## src/rtl/vec_csr_regfile.sv

```systemverilog
// Vector configuration CSRs: decodes vset{i}vl{i} operands, computes VLMAX
// and the new vl, and holds vl / vtype / vstart plus the rd writeback pulse.
module vec_csr_regfile #(
  parameter int XLEN = 32,
  parameter int VLEN = 512,
  parameter int ELEN = 32
) (
  input  logic            clk,
  input  logic            n_reset,
  input  logic            inst_valid,
  input  logic [XLEN-1:0] vec_inst,
  input  logic [XLEN-1:0] rs1_data,
  input  logic [XLEN-1:0] rs2_data,
  input  logic            csrwr_en,
  input  logic            vl_sel,
  input  logic            vtype_sel,
  input  logic            rs1rd_de,
  output logic [XLEN-1:0] csr_vl,
  output logic [XLEN-1:0] csr_vtype,
  output logic [XLEN-1:0] csr_vstart,
  output logic [XLEN-1:0] vlmax,
  output logic            rd_wr_en,
  output logic [XLEN-1:0] rd_wdata,
  output logic [4:0]      rd_addr_o
);

  localparam int VLEN_LG = $clog2(VLEN);
  localparam int ELEN_LG = $clog2(ELEN);

  logic [XLEN-1:0] r_vl;
  logic [XLEN-1:0] r_vtype;
  logic [XLEN-1:0] r_vstart;
  logic [XLEN-1:0] r_vlmax;
  logic            r_rd_wr_en;
  logic [XLEN-1:0] r_rd_wdata;
  logic [4:0]      r_rd_addr;

  logic            w_upd;
  logic [XLEN-1:0] w_cand;
  logic [2:0]      w_lmul;
  logic [2:0]      w_sew;
  logic [3:0]      w_sew_lg;
  logic [3:0]      w_fshift;
  logic            w_frac;
  logic            w_vill;
  logic [XLEN-1:0] w_base;
  logic [XLEN-1:0] w_vlmax;
  logic [XLEN-1:0] w_avl;
  logic [XLEN-1:0] w_new_vl;
  logic [XLEN-1:0] w_new_vtype;
  logic [4:0]      w_rs1;
  logic [4:0]      w_rd;
  logic            w_unused_ok;

  assign w_upd    = inst_valid & csrwr_en;
  assign w_rs1    = vec_inst[19:15];
  assign w_rd     = vec_inst[11:7];
  assign w_cand   = vtype_sel ?
                    {{(XLEN-10){1'b0}}, vec_inst[29:20]} : rs2_data;
  assign w_lmul   = w_cand[2:0];
  assign w_sew    = w_cand[5:3];
  assign w_sew_lg = {1'b0, w_sew} + 4'd3;
  assign w_frac   = w_lmul[2] & (w_lmul != 3'b100);
  assign w_fshift = 4'd8 - {1'b0, w_lmul};

  // SEW > ELEN*LMUL for fractional LMUL is a log2 compare:
  // sew_lg + (8 - vlmul) > elen_lg.
  always_comb begin
    w_vill = 1'b0;
    if (w_lmul == 3'b100)
      w_vill = 1'b1;
    if (w_sew_lg > 4'(ELEN_LG))
      w_vill = 1'b1;
    if (w_frac &&
        ({1'b0, w_sew_lg} + {1'b0, w_fshift} > 5'(ELEN_LG)))
      w_vill = 1'b1;
    if (!vtype_sel && (|rs2_data[XLEN-2:8]))
      w_vill = 1'b1;
  end

  assign w_base = XLEN'(VLEN) >> w_sew_lg;

  always_comb begin
    w_vlmax = '0;
    if (!w_vill)
      w_vlmax = w_frac ? (w_base >> w_fshift) : (w_base << w_lmul);
  end

  always_comb begin
    w_avl = r_vl;
    if (vl_sel)
      w_avl = {{(XLEN-5){1'b0}}, w_rs1};
    else if (rs1rd_de)
      w_avl = (w_rs1 != 5'd0) ? rs1_data : '1;
  end

  always_comb begin
    w_new_vl    = '0;
    w_new_vtype = {1'b1, {(XLEN-1){1'b0}}};
    if (!w_vill) begin
      w_new_vl    = (w_avl < w_vlmax) ? w_avl : w_vlmax;
      w_new_vtype = {1'b0, w_cand[XLEN-2:0]};
    end
  end

  always_ff @(posedge clk or negedge n_reset) begin
    if (!n_reset) begin
      r_vl       <= '0;
      r_vtype    <= {1'b1, {(XLEN-1){1'b0}}};
      r_vstart   <= '0;
      r_vlmax    <= '0;
      r_rd_wr_en <= 1'b0;
      r_rd_wdata <= '0;
      r_rd_addr  <= '0;
    end else begin
      r_rd_wr_en <= w_upd & (w_rd != 5'd0);
      if (w_upd) begin
        r_vl       <= w_new_vl;
        r_vtype    <= w_new_vtype;
        r_vstart   <= '0;
        r_vlmax    <= w_vlmax;
        r_rd_wdata <= w_new_vl;
        r_rd_addr  <= w_rd;
      end
    end
  end

  assign csr_vl     = r_vl;
  assign csr_vtype  = r_vtype;
  assign csr_vstart = r_vstart;
  assign vlmax      = r_vlmax;
  assign rd_wr_en   = r_rd_wr_en;
  assign rd_wdata   = r_rd_wdata;
  assign rd_addr_o  = r_rd_addr;

  assign w_unused_ok = ^{vec_inst[XLEN-1:30], vec_inst[14:12],
                         vec_inst[6:0], rs2_data[XLEN-1]};

endmodule

```

## config.mk

```make
export PLATFORM = sky130hd
export DESIGN_NAME = vec_csr_regfile
export DESIGN_NICKNAME = d
export VERILOG_FILES = /design/src/rtl/vec_csr_regfile.sv
export SDC_FILE = /design/constraint.sdc
export NUM_CORES = 1
export LEC_CHECK = 0
export BUFFER_PORTS_ARGS = -buffer_cell sky130_fd_sc_hd__buf_4
export CORE_ASPECT_RATIO = 2
export CORE_MARGIN = 2
export CORE_UTILIZATION = 30
export CTS_CLUSTER_SIZE = 25
export DETAILED_ROUTE_END_ITERATION = 8
export PLACE_DENSITY = 0.52
export RECOVER_POWER = 50
export SLEW_MARGIN = 0
export SYNTH_ARGS = -nofsm -noshare
export SYNTH_HDL_FRONTEND = slang
export SYNTH_SLANG_ARGS = --single-unit
```

## constraint.sdc

```tcl
create_clock -name clk -period 4.34 [get_ports clk]
set_clock_uncertainty 0.05 [all_clocks]
set_input_delay 0.868 -clock clk [delete_from_list [all_inputs] [get_ports clk]]
set_output_delay 0.868 -clock clk [all_outputs]
set_load 0.02 [all_outputs]
```

==> results.cfg, run 1 <==
[floorplan]
initial_core_util = 0.306
core_um2 = 17700
die_w_um = 99.0
rows = 69
dieArea_um2 = 19200
io_pins = 269
die_y_um = 194

[routing]
dr.first_iter.drc_count = 169
vias = 5197
wirelength_um = 18100
viasPerCell = 4.76
routedWlPerCell_um = 16.6
ant_nets = 0
drt_first_pass_iters = 4
drc = 0

[cells_and_area]
finalInstanceArea_um2 = 8010
fin_nets = 1002
antennaDiodeCount = 0
drive_gt1_frac = 0.425
areaGrowthSynthToFinish_pct = 47.9

[cts]
htreeDepth = 3
cts_made_buffers = 9
clockBufferDepth = 2
cts_tree = built
cts.clk_slew.worst_paths_ns = 0.06
clk_latency_ns = 0.34
cts_num_sinks = 84
cts_root_buffer = clkbuf_16

[synthesis]
synth-seq-cells = 84
syn_inst = 608
synth_top_area_frac = 0.383
synth_area_per_cell_um2 = 8.91
synth.area.top_cells = dfrtp_1 (38%), buf_4 (12%), ha_1 (5.8%)
synth_top_area_cell = dfrtp_1
synth_edf_count = 0
synthTopCellsByCount = buf_4 (83), dfrtp_1 (83), nand2_1 (66), nor2_1 (47), and2_1 (39)
syn_area_um2 = 5420
synth_cell_types = 58
ys_warn_count = 0
yosysSeqAreaShare = 0.388
synth_ff_type = dfrtp_1
postSynth.asyncResetShare = 1.00

[run_status]
violations = max-capacitance violations, max-slew violations, negative setup slack
status = finished with violations

[power]
p_switching_uw = 646
seqPwrFrac = 0.384
p_int_uw = 1470
p_clk_frac = 0.339
netSwitchingFraction = 0.306
combPwrFrac = 0.276
vdd_drop_max_uv = 221
p_leak_uw = 0.00404
p_per_area_nw_per_um2 = 264

[job]
drv_cap = 1

[placed_design]
place_congestion = 0.933
numPortBuffers = 205
dpl-instance-area_um2 = 7470
dpl.hpwl_um = 14700

[setup_path]
criticalPathCategory = in2reg
crit_required_ns = 4.55
r2r_start = rd_wdata[5]$_DFFE_PN0P_
rrSetupSlack_ns = 1.45
critPathArrivalTime_ns = 4.67
crit_end = rd_wdata[8]$_DFFE_PN0P_
critPathLaunch = vtype_sel
rr_endpoint = rd_wdata[8]$_DFFE_PN0P_
end_kind = flip-flop
start_kind = input port
path_max_fanout = 7
rr_worst_depth = 12

[timing]
finalCritPeriodShare = 1.03
hold_slack_ns = 0.431
rsz0062_at_grt = yes
hold_viol_final = 0
finalMaxSlewViolations = 71
setup_ws_ns = -0.113
setup_violations = 12
slew_headroom = -0.184
worst_pin_slew_ns = 1.78
fin_tns_setup_ns = -0.764
max_freq_mhz = 225
min_period_ns = 4.45

[global_routing]
grtUsageMet2 = 0.368
grt_pass1_vias = 5120
use_met1 = 0.174
top_usage_layer = met2
grt_use_met3 = 0.0205
grt_pass1_wl_um = 27400
overflow = 0
grt_start_max_net_pins = 78
grt_antenna_before_repair = 0
track_usage = 0.183

[min_path]
min_path_type = reg2reg
## area by class of cell
class	instances	area, um^2
Multi-Input combinational cell	439	2930
Tap cell	213	267
Timing Repair Buffer	317	2340
Clock buffer	11	243
Fill cell	1778	9690
Sequential cell	84	2100
Inverter	22	87.6
Clock inverter	5	35.0
## state kept, by name, indices dropped and copies added, names as in the netlist
name and count:
rd_wdata 32, rd_wr_en 1, rd_addr_o 5, csr_vtype 32, vlmax 14
## through the flow
step / power [uW] / instances / utilization / setup slack [ns]
6_report: 2110 / 1091 / 0.453 / -0.113
2_1_floorplan: 1160 / 657 / - / -0.344
3_3_place_gp: 1370 / 1057 / 0.422 / -0.582
4_1_cts: 2130 / 1088 / 0.450 / -0.132
5_1_grt: 2210 / 1091 / 0.453 / -0.290
3_5_place_dp: 1380 / 1057 / 0.422 / -0.746
## layer usage
metal / vias up / part of all wire
met3: 35 / 0.044
li1: 2495 / -
met4: 0 / 0.039
met2: 188 / 0.59
met5: - / 0
met1: 2479 / 0.33
## logic make-up after synthesis
kind of cell,share of synthesized area
AND/OR/NAND/NOR,0.203
AO/OA/AOI/OAI,0.118
flip-flops,0.388
XOR/XNOR,0.00485
adder cells (fa/ha/maj),0.0614
other,0.000692
multiplexers,0.0711
buffers and inverters,0.153
## power by group through the flow
stage	sequential, uW	clock [uW]	combinational, uW
4_1_cts	812	739	581
5_1_grt	813	761	632
3_3_place_gp	826	0	546
6_report	812	717	584
3_5_place_dp	826	0	557
2_1_floorplan	847	0	314
## worst min-delay path by stage
stage / start / to / slack [ns] / cells after the start
final: csr_vtype[17]$_DFFE_PN0P_ / csr_vtype[17]$_DFFE_PN0P_ / 0.43 / 1
after global routing: csr_vtype[17]$_DFFE_PN0P_ / csr_vtype[17]$_DFFE_PN0P_ / 0.45 / 1
after CTS: csr_vtype[3]$_DFFE_PN0P_ / csr_vtype[3]$_DFFE_PN0P_ / 0.44 / 2
after detailed placement: csr_vtype[23]$_DFFE_PN0P_ / csr_vtype[23]$_DFFE_PN0P_ / 0.43 / 1
after global placement: csr_vtype[3]$_DFFE_PN0P_ / csr_vtype[3]$_DFFE_PN0P_ / 0.41 / 2
after floorplan: n_reset / csr_vtype[0]$_DFFE_PN0P_ / 0.52 / 0
## layout by cell type, fill, tap and decap left out, types with 5 or more instances in the layout
master     count
a21oi_2        9
nor4_1        10
or4_1          5
mux2_2         6
mux2i_1       19
inv_2          6
o31ai_1       12
dfrtp_1       83
nor2_1        44
ha_1          16
conb_1        50
o21ai_1       29
buf_4        288
o22ai_1        8
inv_1         15
o21ai_0       10
and2_1        32
buf_6          7
ha_4           7
nand4_1        6
nand3_1        8
and2_0         7
nor3_1        21
nand2_1       65
mux2_4         6
clkbuf_16      9
clkbuf_1      21
## critical path, cell delays in order
cell      delay [ns]
buf_12          0.12
mux2_4          0.32
clkinv_4        0.06
ha_4            0.12
inv_2           0.04
ha_4            0.22
ha_4            0.28
and4_1          0.20
o221ai_2        0.12
a2111o_2        0.55
a21oi_2         0.18
inv_2           0.07
ha_4            0.22
a21oi_2         0.14
nor2b_1         0.06
o21ai_1         0.12
nand2_1         0.08
a21oi_2         0.18
o221ai_4        0.15
buf_6           0.18
mux2_4          0.29
o21ai_1         0.11
## repair_timing
action,CTS,global route
hold buffers,0,0
setup buffers,15,3
endpoints found under the setup margin,14,14
pin swaps,15,10
gates resized for setup,21,25
endpoints found under the hold margin,0,0
Power figures use the tool's default switching activity.
==> run 2, diff against run 1 <==
--- a/config.mk
+++ b/config.mk
@@ -5,7 +5,7 @@
 export SDC_FILE = /design/constraint.sdc
 export NUM_CORES = 1
 export LEC_CHECK = 0
-export BUFFER_PORTS_ARGS = -buffer_cell sky130_fd_sc_hd__buf_4
+export BUFFER_PORTS_ARGS = -buffer_cell sky130_fd_sc_hd__buf_2
 export CORE_ASPECT_RATIO = 2
 export CORE_MARGIN = 2
 export CORE_UTILIZATION = 30
==> constraint.sdc (replaced) <==
create_clock -name clk -period 4.34 [get_ports clk]
set_clock_uncertainty 0.05 [all_clocks]
set_input_delay 0 -clock clk [delete_from_list [all_inputs] [get_ports clk]]
set_output_delay 0 -clock clk [all_outputs]
set_load 0.02 [all_outputs]
==> results.cfg, run 2 (synthesis results as in run 1) <==
[run_status]
status = finished with violations
violations = max-capacitance violations, max-slew violations

[cells_and_area]
fillerInstances = 1886
layout_commonest_cell = buf_2
drive_gt1_frac = 0.215
ff_latch_area_um2 = 2100
layout_common_cells = buf_2 (106), clkbuf_1 (99), dfrtp_1 (83)
areaGrowthSynthToFinish_pct = 24.3
antennaDiodeCount = 0
post-route-util = 0.381
fin_nets = 932
fin_cells = 1021
multi_input_area_um2 = 2690

[timing]
setup_violations = 0
hold_viol_final = 0
slew_headroom = -0.384
finalCritPeriodShare = 0.911
worst_pin_slew_ns = 2.08
min_period_ns = 3.95
rsz0062_at_grt = no
fin_tns_setup_ns = 0
max_freq_mhz = 253
finalMaxSlewViolations = 40

[placed_design]
dpl.hpwl_um = 13300
numPortBuffers = 205
place_congestion = 0.948
dp.cells = 991

[routing]
viasPerCell = 4.74
dr.first_iter.drc_count = 219
wirelength_um = 16700
routedWlPerCell_um = 16.4
drt_first_pass_iters = 4
drc = 0
ant_nets = 0
vias = 4835

[floorplan]
core_um2 = 17700
die_y_um = 194
rows = 69
io_pins = 269
initial_core_util = 0.306
dieArea_um2 = 19200
die_w_um = 99.0

[cts]
cts.clk_slew.worst_paths_ns = 0.06
clockBufferDepth = 2
clk_latency_ns = 0.34
cts_root_buffer = clkbuf_16
cts_made_buffers = 9
cts_tree = built
cts_num_sinks = 84
htreeDepth = 3

[setup_path]
cpLargestDelayFamily = compound AO/OA/AOI/OAI gates
start_kind = input port
end_kind = flip-flop
criticalPathCategory = in2reg
critPathArrivalTime_ns = 4.16
cp_common_cell = ha_1
max_stage_delay_ns = 0.50
slowest_stage = a2111o_1
crit_buf_inv = 6
crit_required_ns = 4.55
path_max_fanout = 14
crit_chain = clkbuf_4 -> mux2_2 -> inv_2 -> ha_1 -> inv_1 -> ha_4 -> ha_1 -> and4_1 -> o221ai_1 -> a2111o_1 -> buf_4 -> nor2_1 -> inv_1 -> ha_1 -> a21oi_1 -> nor2b_1 -> o21ai_0 -> nand2_1 -> a21oi_1 -> o221ai_2 -> buf_12 -> mux2_2 -> o21ai_1

[power]
p_leak_uw = 0.00325
vdd_drop_max_uv = 148
p_per_area_nw_per_um2 = 313

[global_routing]
grt_start_max_net_pins = 81
grt_pass1_wl_um = 25700
track_usage = 0.173
overflow = 0
grt_antenna_before_repair = 0
grt_pass1_vias = 4743

[job]
drv_cap = 1

[min_path]
min_path_type = in2reg
==> run 2: cell types whose count changed in the layout (fill, tap and decap cells not counted), sizes merged <==
| cell | delta |
|---|---|
| bufinv | +2 |
| clkinvlp | +1 |
| inv | +2 |
| dlygate4sd3 | +14 |
| buf | -162 |
| clkbuf | +77 |
| clkinv | -4 |
==> run 2: per-layer routing <==
metal	routed length, um	vias up	global-route usage
met5	0	-	0
met4	607	0	0.0751
met3	760	35	0.0234
met2	9230	183	0.328
met1	6110	2263	0.184
li1	-	2354	-
==> run 2: final timing paths <==
kind                       depth (start not counted)                        end  slack [ns]                      from
hold reg to reg                                    2   csr_vtype[9]$_DFFE_PN0P_        0.43  csr_vtype[9]$_DFFE_PN0P_
setup reg to reg                                   9    rd_wdata[8]$_DFFE_PN0P_        1.59  rd_wdata[29]$_DFFE_PN0P_
setup / recovery                                  23    rd_wdata[8]$_DFFE_PN0P_        0.39                 vtype_sel
max in group asynchronous                          3  csr_vtype[29]$_DFFE_PN0P_        1.91                   n_reset
hold / removal                                     3   csr_vtype[3]$_DFFE_PN0P_        0.05              vec_inst[23]
min in group asynchronous                          2  csr_vtype[21]$_DFFE_PN0P_        0.75                   n_reset
==> run 2: final cells by class <==
cell class	count	share of cell area
Clock buffer	10	0.0340
Sequential cell	84	0.312
Inverter	22	0.0123
Multi-Input combinational cell	439	0.399
Timing Repair Buffer	247	0.188
Clock inverter	6	0.0141
Tap cell	213	0.0396
==> run 2: per-stage QoR <==
stage	hold slack (ns)	instance area, um^2	total power (uW)	worst slack [ns]
finish	0.0539	6740	2110	0.387
global route	0.112	6740	2210	0.0480
CTS	0.0494	6860	2140	0.339
detailed placement	-0.0434	6390	1280	-0.00653
global placement	-0.0443	6390	1270	0.0719
floorplan	-0.346	5620	1140	0.0794
==> run 2: power breakdown <==
part	leakage, uW	total (uW)	switching [uW]	internal (uW)
sequential	0.00116	811	10.0	801
combinational	0.00194	455	289	166
clock	0.000151	840	330	510
==> run 2: repair_timing <==
| action | CTS | global route |
|---|---|---|
| endpoints found under the hold margin | 48 | 0 |
| setup endpoints to repair | 0 | 1 |
| gates resized for setup | 0 | 1 |
| setup buffers | 0 | 0 |
| hold buffers | 14 | 0 |
==> run 2: tightest hold or removal path, stage by stage <==
cell     delay [ns]
buf_2          0.08
mux2i_2        0.09
o31ai_1        0.23
